[src/rtl/shifter_pkg.sv]
// Shared definitions for the barrel-shifter command path: function codes and the queued command.
package shifter_pkg;

  localparam logic [3:0] FN_PASS  = 4'b0000;
  localparam logic [3:0] FN_SHL   = 4'b0001;
  localparam logic [3:0] FN_ASR   = 4'b0010;
  localparam logic [3:0] FN_SHL_B = 4'b0011;
  localparam logic [3:0] FN_SHR   = 4'b0100;
  localparam logic [3:0] FN_ROL   = 4'b0101;
  localparam logic [3:0] FN_ROR   = 4'b0110;
  localparam logic [3:0] FN_SHL_C = 4'b0111;
  localparam logic [3:0] FN_SHR_B = 4'b1000;
  localparam logic [3:0] FN_MAX   = 4'b1000;

  typedef struct packed {
    logic [7:0] data;
    logic [2:0] amount;
    logic [3:0] func;
  } shift_cmd_t;

  function automatic logic is_illegal_func(input logic [3:0] func);
    return func > FN_MAX;
  endfunction

endpackage

[src/rtl/shift_cmd_queue_if.sv]
// Command and result handshakes of the shifter command queue.
interface shift_cmd_queue_if;
  logic       cmd_valid;
  logic       cmd_ready;
  logic [7:0] cmd_data;
  logic [2:0] cmd_amount;
  logic [3:0] cmd_func;
  logic       res_valid;
  logic       res_ready;
  logic [7:0] res_data;
  logic [3:0] res_func;

  modport master (
    output cmd_valid, cmd_data, cmd_amount, cmd_func, res_ready,
    input  cmd_ready, res_valid, res_data, res_func
  );

  modport slave (
    input  cmd_valid, cmd_data, cmd_amount, cmd_func, res_ready,
    output cmd_ready, res_valid, res_data, res_func
  );
endinterface

[src/rtl/sync_fifo.sv]
// Registered-storage FIFO of shift commands; head is read straight from the storage array.
module sync_fifo
  import shifter_pkg::*;
#(
  parameter int unsigned DEPTH = 4,
  parameter int unsigned LVL_W = $clog2(DEPTH) + 1
) (
  input  logic             clk_i,
  input  logic             rst_ni,
  input  logic             push_i,
  input  shift_cmd_t       wdata_i,
  input  logic             pop_i,
  output shift_cmd_t       head_o,
  output logic [LVL_W-1:0] level_o,
  output logic             full_o,
  output logic             empty_o
);

  localparam int unsigned PtrW = $clog2(DEPTH);

  shift_cmd_t             mem_q [DEPTH];
  logic       [PtrW-1:0]  wr_ptr_q, rd_ptr_q;
  logic       [LVL_W-1:0] level_q, level_d;
  logic                   do_push, do_pop;

  assign full_o  = (level_q == LVL_W'(DEPTH));
  assign empty_o = (level_q == '0);
  assign do_push = push_i & ~full_o;
  assign do_pop  = pop_i & ~empty_o;
  assign head_o  = mem_q[rd_ptr_q];
  assign level_o = level_q;

  always_comb begin
    level_d = level_q;
    if (do_push && !do_pop) begin
      level_d = level_q + LVL_W'(1);
    end else if (do_pop && !do_push) begin
      level_d = level_q - LVL_W'(1);
    end
  end

  // DEPTH is a power of two, so pointers wrap naturally.
  always_ff @(posedge clk_i or negedge rst_ni) begin
    if (!rst_ni) begin
      wr_ptr_q <= '0;
      rd_ptr_q <= '0;
      level_q  <= '0;
    end else begin
      if (do_push) wr_ptr_q <= wr_ptr_q + PtrW'(1);
      if (do_pop)  rd_ptr_q <= rd_ptr_q + PtrW'(1);
      level_q <= level_d;
    end
  end

  always_ff @(posedge clk_i) begin
    if (do_push) mem_q[wr_ptr_q] <= wdata_i;
  end

endmodule

[src/rtl/shift_cmd_queue.sv]
// Command queue in front of the combinational barrel shifter with a registered result slot.
module shift_cmd_queue
  import shifter_pkg::*;
#(
  parameter int unsigned DEPTH = 4,
  parameter int unsigned LVL_W = $clog2(DEPTH) + 1
) (
  input  logic               clk_i,
  input  logic               rst_ni,
  shift_cmd_queue_if.slave   bus_io,
  output logic [7:0]         sh_data_in_o,
  output logic [2:0]         sh_shift_amount_o,
  output logic [3:0]         sh_shift_function_o,
  input  logic [7:0]         sh_data_out_i,
  output logic               illegal_func_err_o,
  input  logic               err_clr_i,
  output logic [LVL_W-1:0]   fifo_level_o
);

  shift_cmd_t wcmd, head;
  logic       full, empty, issue;
  logic       res_valid_q, res_valid_d;
  logic [7:0] res_data_q, res_data_d;
  logic [3:0] res_func_q, res_func_d;
  logic       err_q, err_d;

  assign wcmd = '{data: bus_io.cmd_data, amount: bus_io.cmd_amount, func: bus_io.cmd_func};

  sync_fifo #(
    .DEPTH (DEPTH),
    .LVL_W (LVL_W)
  ) u_fifo (
    .clk_i   (clk_i),
    .rst_ni  (rst_ni),
    .push_i  (bus_io.cmd_valid),
    .wdata_i (wcmd),
    .pop_i   (issue),
    .head_o  (head),
    .level_o (fifo_level_o),
    .full_o  (full),
    .empty_o (empty)
  );

  assign bus_io.cmd_ready = ~full;
  assign issue            = ~empty & (~res_valid_q | bus_io.res_ready);

  // An empty queue presents a zero PASS command rather than stale storage.
  always_comb begin
    sh_data_in_o        = '0;
    sh_shift_amount_o   = '0;
    sh_shift_function_o = FN_PASS;
    if (!empty) begin
      sh_data_in_o        = head.data;
      sh_shift_amount_o   = head.amount;
      sh_shift_function_o = head.func;
    end
  end

  always_comb begin
    res_valid_d = res_valid_q;
    res_data_d  = res_data_q;
    res_func_d  = res_func_q;
    if (issue) begin
      res_valid_d = 1'b1;
      res_data_d  = sh_data_out_i;
      res_func_d  = head.func;
    end else if (res_valid_q && bus_io.res_ready) begin
      res_valid_d = 1'b0;
    end
  end

  // Set has priority over clear when both land on the same edge.
  always_comb begin
    err_d = err_q;
    if (err_clr_i) err_d = 1'b0;
    if (issue && is_illegal_func(head.func)) err_d = 1'b1;
  end

  always_ff @(posedge clk_i or negedge rst_ni) begin
    if (!rst_ni) begin
      res_valid_q <= 1'b0;
      res_data_q  <= '0;
      res_func_q  <= '0;
      err_q       <= 1'b0;
    end else begin
      res_valid_q <= res_valid_d;
      res_data_q  <= res_data_d;
      res_func_q  <= res_func_d;
      err_q       <= err_d;
    end
  end

  assign bus_io.res_valid  = res_valid_q;
  assign bus_io.res_data   = res_data_q;
  assign bus_io.res_func   = res_func_q;
  assign illegal_func_err_o = err_q;

endmodule

[src/flat_wrapper.sv]
// flat-port wrapper written by rule: the top's interface ports become plain ports
module shift_cmd_queue_flat import shifter_pkg::*;
#(
  parameter int unsigned DEPTH = 4,
  parameter int unsigned LVL_W = $clog2(DEPTH) + 1
)
  (clk_i, rst_ni, sh_data_in_o, sh_shift_amount_o, sh_shift_function_o, sh_data_out_i, illegal_func_err_o, err_clr_i, fifo_level_o, bus_io_cmd_valid, bus_io_cmd_data, bus_io_cmd_amount, bus_io_cmd_func, bus_io_res_ready, bus_io_cmd_ready, bus_io_res_valid, bus_io_res_data, bus_io_res_func);
  shift_cmd_queue_if bus_io_i ();
  input  logic clk_i;
  input  logic rst_ni;
  output logic [7:0] sh_data_in_o;
  output logic [2:0] sh_shift_amount_o;
  output logic [3:0] sh_shift_function_o;
  input  logic [7:0] sh_data_out_i;
  output logic illegal_func_err_o;
  input  logic err_clr_i;
  output logic [LVL_W-1:0] fifo_level_o;
  input wire logic [$bits(bus_io_i.cmd_valid)-1:0] bus_io_cmd_valid;
  input wire logic [$bits(bus_io_i.cmd_data)-1:0] bus_io_cmd_data;
  input wire logic [$bits(bus_io_i.cmd_amount)-1:0] bus_io_cmd_amount;
  input wire logic [$bits(bus_io_i.cmd_func)-1:0] bus_io_cmd_func;
  input wire logic [$bits(bus_io_i.res_ready)-1:0] bus_io_res_ready;
  output wire logic [$bits(bus_io_i.cmd_ready)-1:0] bus_io_cmd_ready;
  output wire logic [$bits(bus_io_i.res_valid)-1:0] bus_io_res_valid;
  output wire logic [$bits(bus_io_i.res_data)-1:0] bus_io_res_data;
  output wire logic [$bits(bus_io_i.res_func)-1:0] bus_io_res_func;
  assign bus_io_i.cmd_valid = bus_io_cmd_valid;
  assign bus_io_i.cmd_data = bus_io_cmd_data;
  assign bus_io_i.cmd_amount = bus_io_cmd_amount;
  assign bus_io_i.cmd_func = bus_io_cmd_func;
  assign bus_io_i.res_ready = bus_io_res_ready;
  assign bus_io_cmd_ready = bus_io_i.cmd_ready;
  assign bus_io_res_valid = bus_io_i.res_valid;
  assign bus_io_res_data = bus_io_i.res_data;
  assign bus_io_res_func = bus_io_i.res_func;
  shift_cmd_queue #(.DEPTH(DEPTH), .LVL_W(LVL_W)) u_core (.clk_i(clk_i), .rst_ni(rst_ni), .bus_io(bus_io_i), .sh_data_in_o(sh_data_in_o), .sh_shift_amount_o(sh_shift_amount_o), .sh_shift_function_o(sh_shift_function_o), .sh_data_out_i(sh_data_out_i), .illegal_func_err_o(illegal_func_err_o), .err_clr_i(err_clr_i), .fifo_level_o(fifo_level_o));
endmodule
[config.mk]
export PLATFORM = sky130hd
export DESIGN_NAME = shift_cmd_queue_flat
export DESIGN_NICKNAME = d
export VERILOG_FILES = /design/src/rtl/shifter_pkg.sv /design/src/rtl/shift_cmd_queue_if.sv /design/src/rtl/sync_fifo.sv /design/src/rtl/shift_cmd_queue.sv /design/src/flat_wrapper.sv
export SDC_FILE = /design/constraint.sdc
export NUM_CORES = 1
export LEC_CHECK = 0
export ABC_AREA = 1
export ABC_CLOCK_PERIOD_IN_PS = 4700
export CAP_MARGIN = 20
export CELL_PAD_IN_SITES_DETAIL_PLACEMENT = 2
export CELL_PAD_IN_SITES_GLOBAL_PLACEMENT = 2
export CORE_ASPECT_RATIO = 1.5
export CORE_MARGIN = 3
export CORE_UTILIZATION = 36
export CTS_CLUSTER_SIZE = 20
export DETAILED_ROUTE_END_ITERATION = 6
export PLACE_DENSITY = 0.94
export SLEW_MARGIN = 20
export SYNTH_ARGS = -nofsm -noshare
export SYNTH_HDL_FRONTEND = slang
export SYNTH_SLANG_ARGS = --single-unit
[constraint.sdc]
create_clock -name clk_i -period 4.7 [get_ports clk_i]
set_input_delay 0.94 -clock clk_i [delete_from_list [all_inputs] [get_ports clk_i]]
set_output_delay 0.94 -clock clk_i [all_outputs]
set_load 0.01 [all_outputs]
* Yosys cells after proc, flatten, opt, wreduce, memory -nomap -nowiden
Memory sizes are Yosys's and may differ from the RTL's.
Index checks and enable logic that the tools add are counted.
** Storage, ports and cells
- Input port bits :: 28
- Latch bits :: 0
- Bits in read-only memories :: 0
- Flip-flop bits (word level) :: 21
- Output and inout bits :: 33
- Logic and storage cells :: 42
- Memory bits (writable) :: 60
- Memories :: 1
** Memories
- u_core.u_fifo.mem_q :: depth 4, width 15, rd ports 1, clocked after Yosys merged registers in 0, wr ports 1, RTL line sync_fifo.sv:21 : shift_cmd_t mem_q [DEPTH];
** Operators by class
- Multiplexer cells :: 11
- Shift-type cells :: 0
- Bitwise operators :: 7
- $lt $le $gt $ge :: 1
- Add/subtract/negate cells :: 4
- Reduce and logical (&&, ||, !) cells :: 10
- Div/mod/pow operators :: 0
- $mul :: 0
- Eq/ne operators :: 1
** Operators with widths (count)
- $mux 3 :: 3
- $mux 8 :: 1
- $mux 1 :: 6
- $reduce_bool 2->1 :: 3
- $add 2x1->2 const B :: 2
- $gt 4x4->1 const B :: 1
- $logic_and 1x1->1 :: 4
- $mux 4 :: 1
- $add 3x1->3 const B :: 1
- $and 1x1->1 :: 3
- $eq 3x3->1 const B :: 1
- $logic_not 3->1 :: 1
- $not 1->1 :: 3
- $sub 3x1->3 const B :: 1
- $logic_not 1->1 :: 2
- $or 1x1->1 :: 1

* Longest topological paths before layout
- Word-level depth :: 7
- Depth in mapped cells :: 11

* Cells and area by module
From an unflattened synthesis, not the netlist that was laid out.
** Second synthesis, totals
- Cell total of the unflattened synthesis :: 334
- Area total of the unflattened synthesis :: 3578.4 um^2
** By module, submodules not included
- sync_fifo :: seq. area each 1976.9 um^2, area each 2862.7 um^2, times used 1, cells each 236
- shift_cmd_queue :: seq. area each 350.3 um^2, area each 715.7 um^2, times used 1, cells each 98

* Worst setup path before layout
Ideal clock, no wire load.
- Path type :: input-to-reg
- Start :: in bus_io_res_ready
- End :: reg u_core.u_fifo.level_q[2], in the netlist u_core.u_fifo.level_o[2]
- Arrival time :: 2348 ps
- Stages :: 10
- Library setup time :: 131 ps
- Buffers on the path :: 1
- Setup slack :: 2221 ps
- Cells stage by stage :: nor2_1 > inv_1 > nand2_2 > buf_2 > ha_1 > inv_1 > fa_1 > a21oi_1 > o21ai_0 > xor2_1
** On the way
- Word-level cells in the longest chain between the ends :: 6
- Elaborated cells on any way between the ends :: 8
- Those cells by class :: 1 x mux; 3 x bitwise; 4 x reduce/logical
** RTL lines
- from (decl) :: RTL line flat_wrapper.sv:22 : input wire logic [$bits(bus_io_i.res_ready)-1:0] bus_io_res_ready;
- $or 1x1->1 * :: RTL line shift_cmd_queue.sv:45 : assign issue = ~empty & (~res_valid_q | bus_io.res_ready);
- $and 1x1->1 * :: RTL line shift_cmd_queue.sv:45
- $and 1x1->1 * :: RTL line sync_fifo.sv:29 : assign do_pop = pop_i & ~empty_o;
- $logic_not 1->1 :: RTL line sync_fifo.sv:35 : if (do_push && !do_pop) begin
- $logic_and 1x1->1 :: RTL line sync_fifo.sv:35
- $mux 3 / $reduce_bool 2->1 (equally long branches)
- to (signal assigned) :: RTL line sync_fifo.sv:51 : level_q <= level_d;
- to (decl) :: RTL line sync_fifo.sv:23 : logic [LVL_W-1:0] level_q, level_d;
Mark *: on every way between the ends. The rest lies on a longest branch, timed or not.
A chain may end at the register's enable or synchronous reset.

* Worst setup path after layout
- Start :: reg u_core.u_fifo.rd_ptr_q[1]
- End :: out sh_shift_amount_o[0]
** On the way
- Word-level cells in the longest chain between the ends :: 2
** RTL lines
- from (decl) :: RTL line sync_fifo.sv:22 : logic [PtrW-1:0] wr_ptr_q, rd_ptr_q;
- from (signal assigned) :: RTL line sync_fifo.sv:50 : if (do_pop) rd_ptr_q <= rd_ptr_q + PtrW'(1);
- $mem_v2 4x15
- $mux 3 :: RTL line shift_cmd_queue.sv:52 : if (!empty) begin
- to (decl) :: RTL line flat_wrapper.sv:12 : output logic [2:0] sh_shift_amount_o;
Every way passes these cells.

==> results.txt <==
largest net degree at the start of global routing = 32
Root Buffer = clkbuf_16
kind of critical path = flop to primary output
setup TNS = 0 ns
largest family of logic cells by synthesized area = simple AND/OR/NAND/NOR gates
synth top area cells = edfxtp_1 55%, dfrtp_1 16%, nor2_1 6.4%
max-cap viol count = 0
share of layout cells above drive strength 1 = 6.96%
ANT nets after route = 0
gr usage total = 20.4%
FP Rows = 42
mean post-synth cell area = 11.3 um2
Max Clock Freq = 269 MHz
Hold Path Class = flop to flop
Cell Pwr Density = 711 nW/um2
Tot Pwr = 3070 uW
Met2 Wirelength = 5.51 mm
DRT iter0 DRCs = 113
Mapped Cells = 289
Syn. warnings = 0
GRT overflow = 0
RSZ-0062 raised after global routing = false
diodes inserted = 0
crit path time final = 3.72 ns
Req. time, crit path = 3.76 ns
die area = 10,300 um2
flops & latches, synth = 81
Mapped Area = 3280 um2
Tcrit/Tclk final = 79.1%
H-tree levels = 3
num ports = 61
post-synthesis compound-gate area fraction = 6.52%
Post-CTS Setup Inserts = 0
area leader, netlist = edfxtp_1
met1 WL = 3.84 mm
Area Growth Syn to Fin = 31.7%
fin. max-slew vios = 0
clock buffer count from CTS = 9
Sink Count = 81
synth unique cells = 21
clk_skew = 0.00758 ns
Slew headroom = 54.5%
Routed WL = 9.84 mm
CTS tree = yes
Pleak = 0.00171 uW
Slew @ Worst Pin = 0.681 ns
adder-cell share of the synthesized area = 2.52%
final cell count without fillers = 469
setup violators final = 0
share of the synthesized area in the top cell type = 54.9%
Die X = 83.9 um
first-pass GRT wire length = 15.6 mm
WL/cell = 21.0 um
Hold-fix buffers, CTS = 0
highest metal used = met4
xor/xnor share of the synthesized area = 1.07%
DP HPWL = 6.49 mm
number of remaining DRC errors = 0
Post-CTS Resized = 0
height of the die = 123 um
Pre-Repair DR Iteration Count = 4
post-synthesis sequential area ratio = 71.0%
clock slew at reported path FFs = 0.07 ns
Crit path arrival time = 2.78 ns
routed vias/inst = 4.97
mux cell area share after synthesis = 0%
via count = 2,332
syn nets = 323
fin nets = 388
worst vdd ir = 0.000404 V
post-synthesis simple-gate area fraction = 14.6%
CP endpoint kind = primary output
initial core utilization = 37.1%
fill count = 891
core area = 8830 um2
# port buffers = 60
initial antenna violation count = 0
Hold Vio Cnt, Final = 0
final RePlAce weighted congestion = 0.707
critical path startpoint category = flop
CP Max Fanout = 17
vias in the first global route = 2,751
WL met3 = 348 um
worst-case clock buffer depth = 2
Clock Latency Late Sink = 0.34 ns
status = finished clean
DP Cell Count = 453
[path summary, 6_finish.rpt]
check                                                 startpoint                               endpoint  slack [ns]  cells after the start
min reg2reg                u_core.bus_io.res_data[4]$_DFFE_PN0P_  u_core.bus_io.res_data[4]$_DFFE_PN0P_        0.48                      2
max in group asynchronous                                 rst_ni  u_core.bus_io.res_func[0]$_DFFE_PN0P_        3.77                      1
max reg2reg                 u_core.u_fifo.level_o[0]$_DFFE_PN0P_   u_core.u_fifo.level_o[2]$_DFFE_PN0P_        2.42                      9
min                        u_core.bus_io.res_data[4]$_DFFE_PN0P_  u_core.bus_io.res_data[4]$_DFFE_PN0P_        0.48                      2
min in group asynchronous                                 rst_ni  u_core.bus_io.res_data[4]$_DFFE_PN0P_        0.57                      1
max                        u_core.u_fifo.rd_ptr_q[1]$_DFFE_PN0P_                   sh_shift_amount_o[0]        0.98                      5
[per-layer routing]
| metal | GRT usage, % | up-vias |
|---|---|---|
| met4 | 6.74 | 0 |
| met1 | 23.1 | 1176 |
| met2 | 37.9 | 55 |
| met5 | 0 | - |
| met3 | 4.67 | 11 |
| li1 | - | 1090 |
[per-stage QoR]
step	cell area, um2	worst slack (ns)	util, %	hold slack (ns)
2_1_floorplan	3280	2.22	-	0.511
6_report	4320	0.982	48.9	0.484
3_5_place_dp	4000	1.29	45.3	0.473
4_1_cts	4320	0.892	49.0	0.486
3_3_place_gp	4000	1.52	45.3	0.463
5_1_grt	4320	0.782	48.9	0.509
[cell usage in the layout (no fill, tap or decap), types with 2 or more instances in the layout]
| cell | n |
|---|---|
| clkdlybuf4s50_1 | 59 |
| buf_4 | 5 |
| xor2_1 | 3 |
| inv_6 | 2 |
| nand2_1 | 55 |
| nor2_1 | 56 |
| nand3_1 | 11 |
| a21oi_1 | 14 |
| bufinv_16 | 2 |
| edfxtp_1 | 60 |
| clkinv_4 | 2 |
| clkbuf_16 | 9 |
| ha_1 | 5 |
| inv_1 | 20 |
| o21ai_0 | 26 |
| dfrtp_1 | 21 |
[sequential cells by signal (all words and copies together), names as in the netlist]
name	count
u_core.u_fifo.wr_ptr_q	2
u_core.u_fifo.rd_ptr_q	2
u_core.u_fifo.mem_q	60
u_core.u_fifo.level_o	3
u_core.bus_io.res_data	8
u_core.illegal_func_err_o	1
u_core.bus_io.res_func	4
u_core.bus_io.res_valid	1
[cell usage after synthesis]
cell type	n
inv_2	1
nor2_1	56
a21oi_2	1
nand3_1	11
inv_1	20
edfxtp_1	60
xnor2_1	1
dfrtp_1	21
buf_4	1
clkinv_1	1
nand2_2	1
nand2_1	55
fa_1	1
buf_2	6
clkbuf_1	3
buf_6	1
xor2_1	3
o21ai_1	1
a21oi_1	14
o21ai_0	26
ha_1	5
[critical path: stages (launching register included)]
cell and delay, ns:
dfrtp_1 0.75, inv_1 0.48, nor2_1 0.24, o21ai_0 0.15, a21oi_1 0.23, clkdlybuf4s50_1 0.58
[where the power goes]
| part | switching [uW] | internal [uW] |
|---|---|---|
| clock | 301 | 471 |
| sequential | 111 | 965 |
| combinational | 704 | 518 |
| total | 1120 | 1950 |
[final cells by class]
type	instances	area, um2	area share (%)
Clock buffer	9	225	5.22
Clock inverter	7	103	2.38
Inverter	22	82.6	1.91
Multi-Input combinational cell	175	810	18.7
Sequential cell	81	2330	53.9
Tap cell	110	138	3.19
Timing Repair Buffer	65	633	14.7
[kinds of logic (layout without fill, tap and decap cells)]
group           count (synthesis)  after routing
fa+ha+maj                       6              6
xor+xnor                        4              4
buf+inv                        33            103
flops                          81             81
compound gates                 42             42
simple gates                  123            123
No activity file was read; power rests on OpenSTA's default activity.
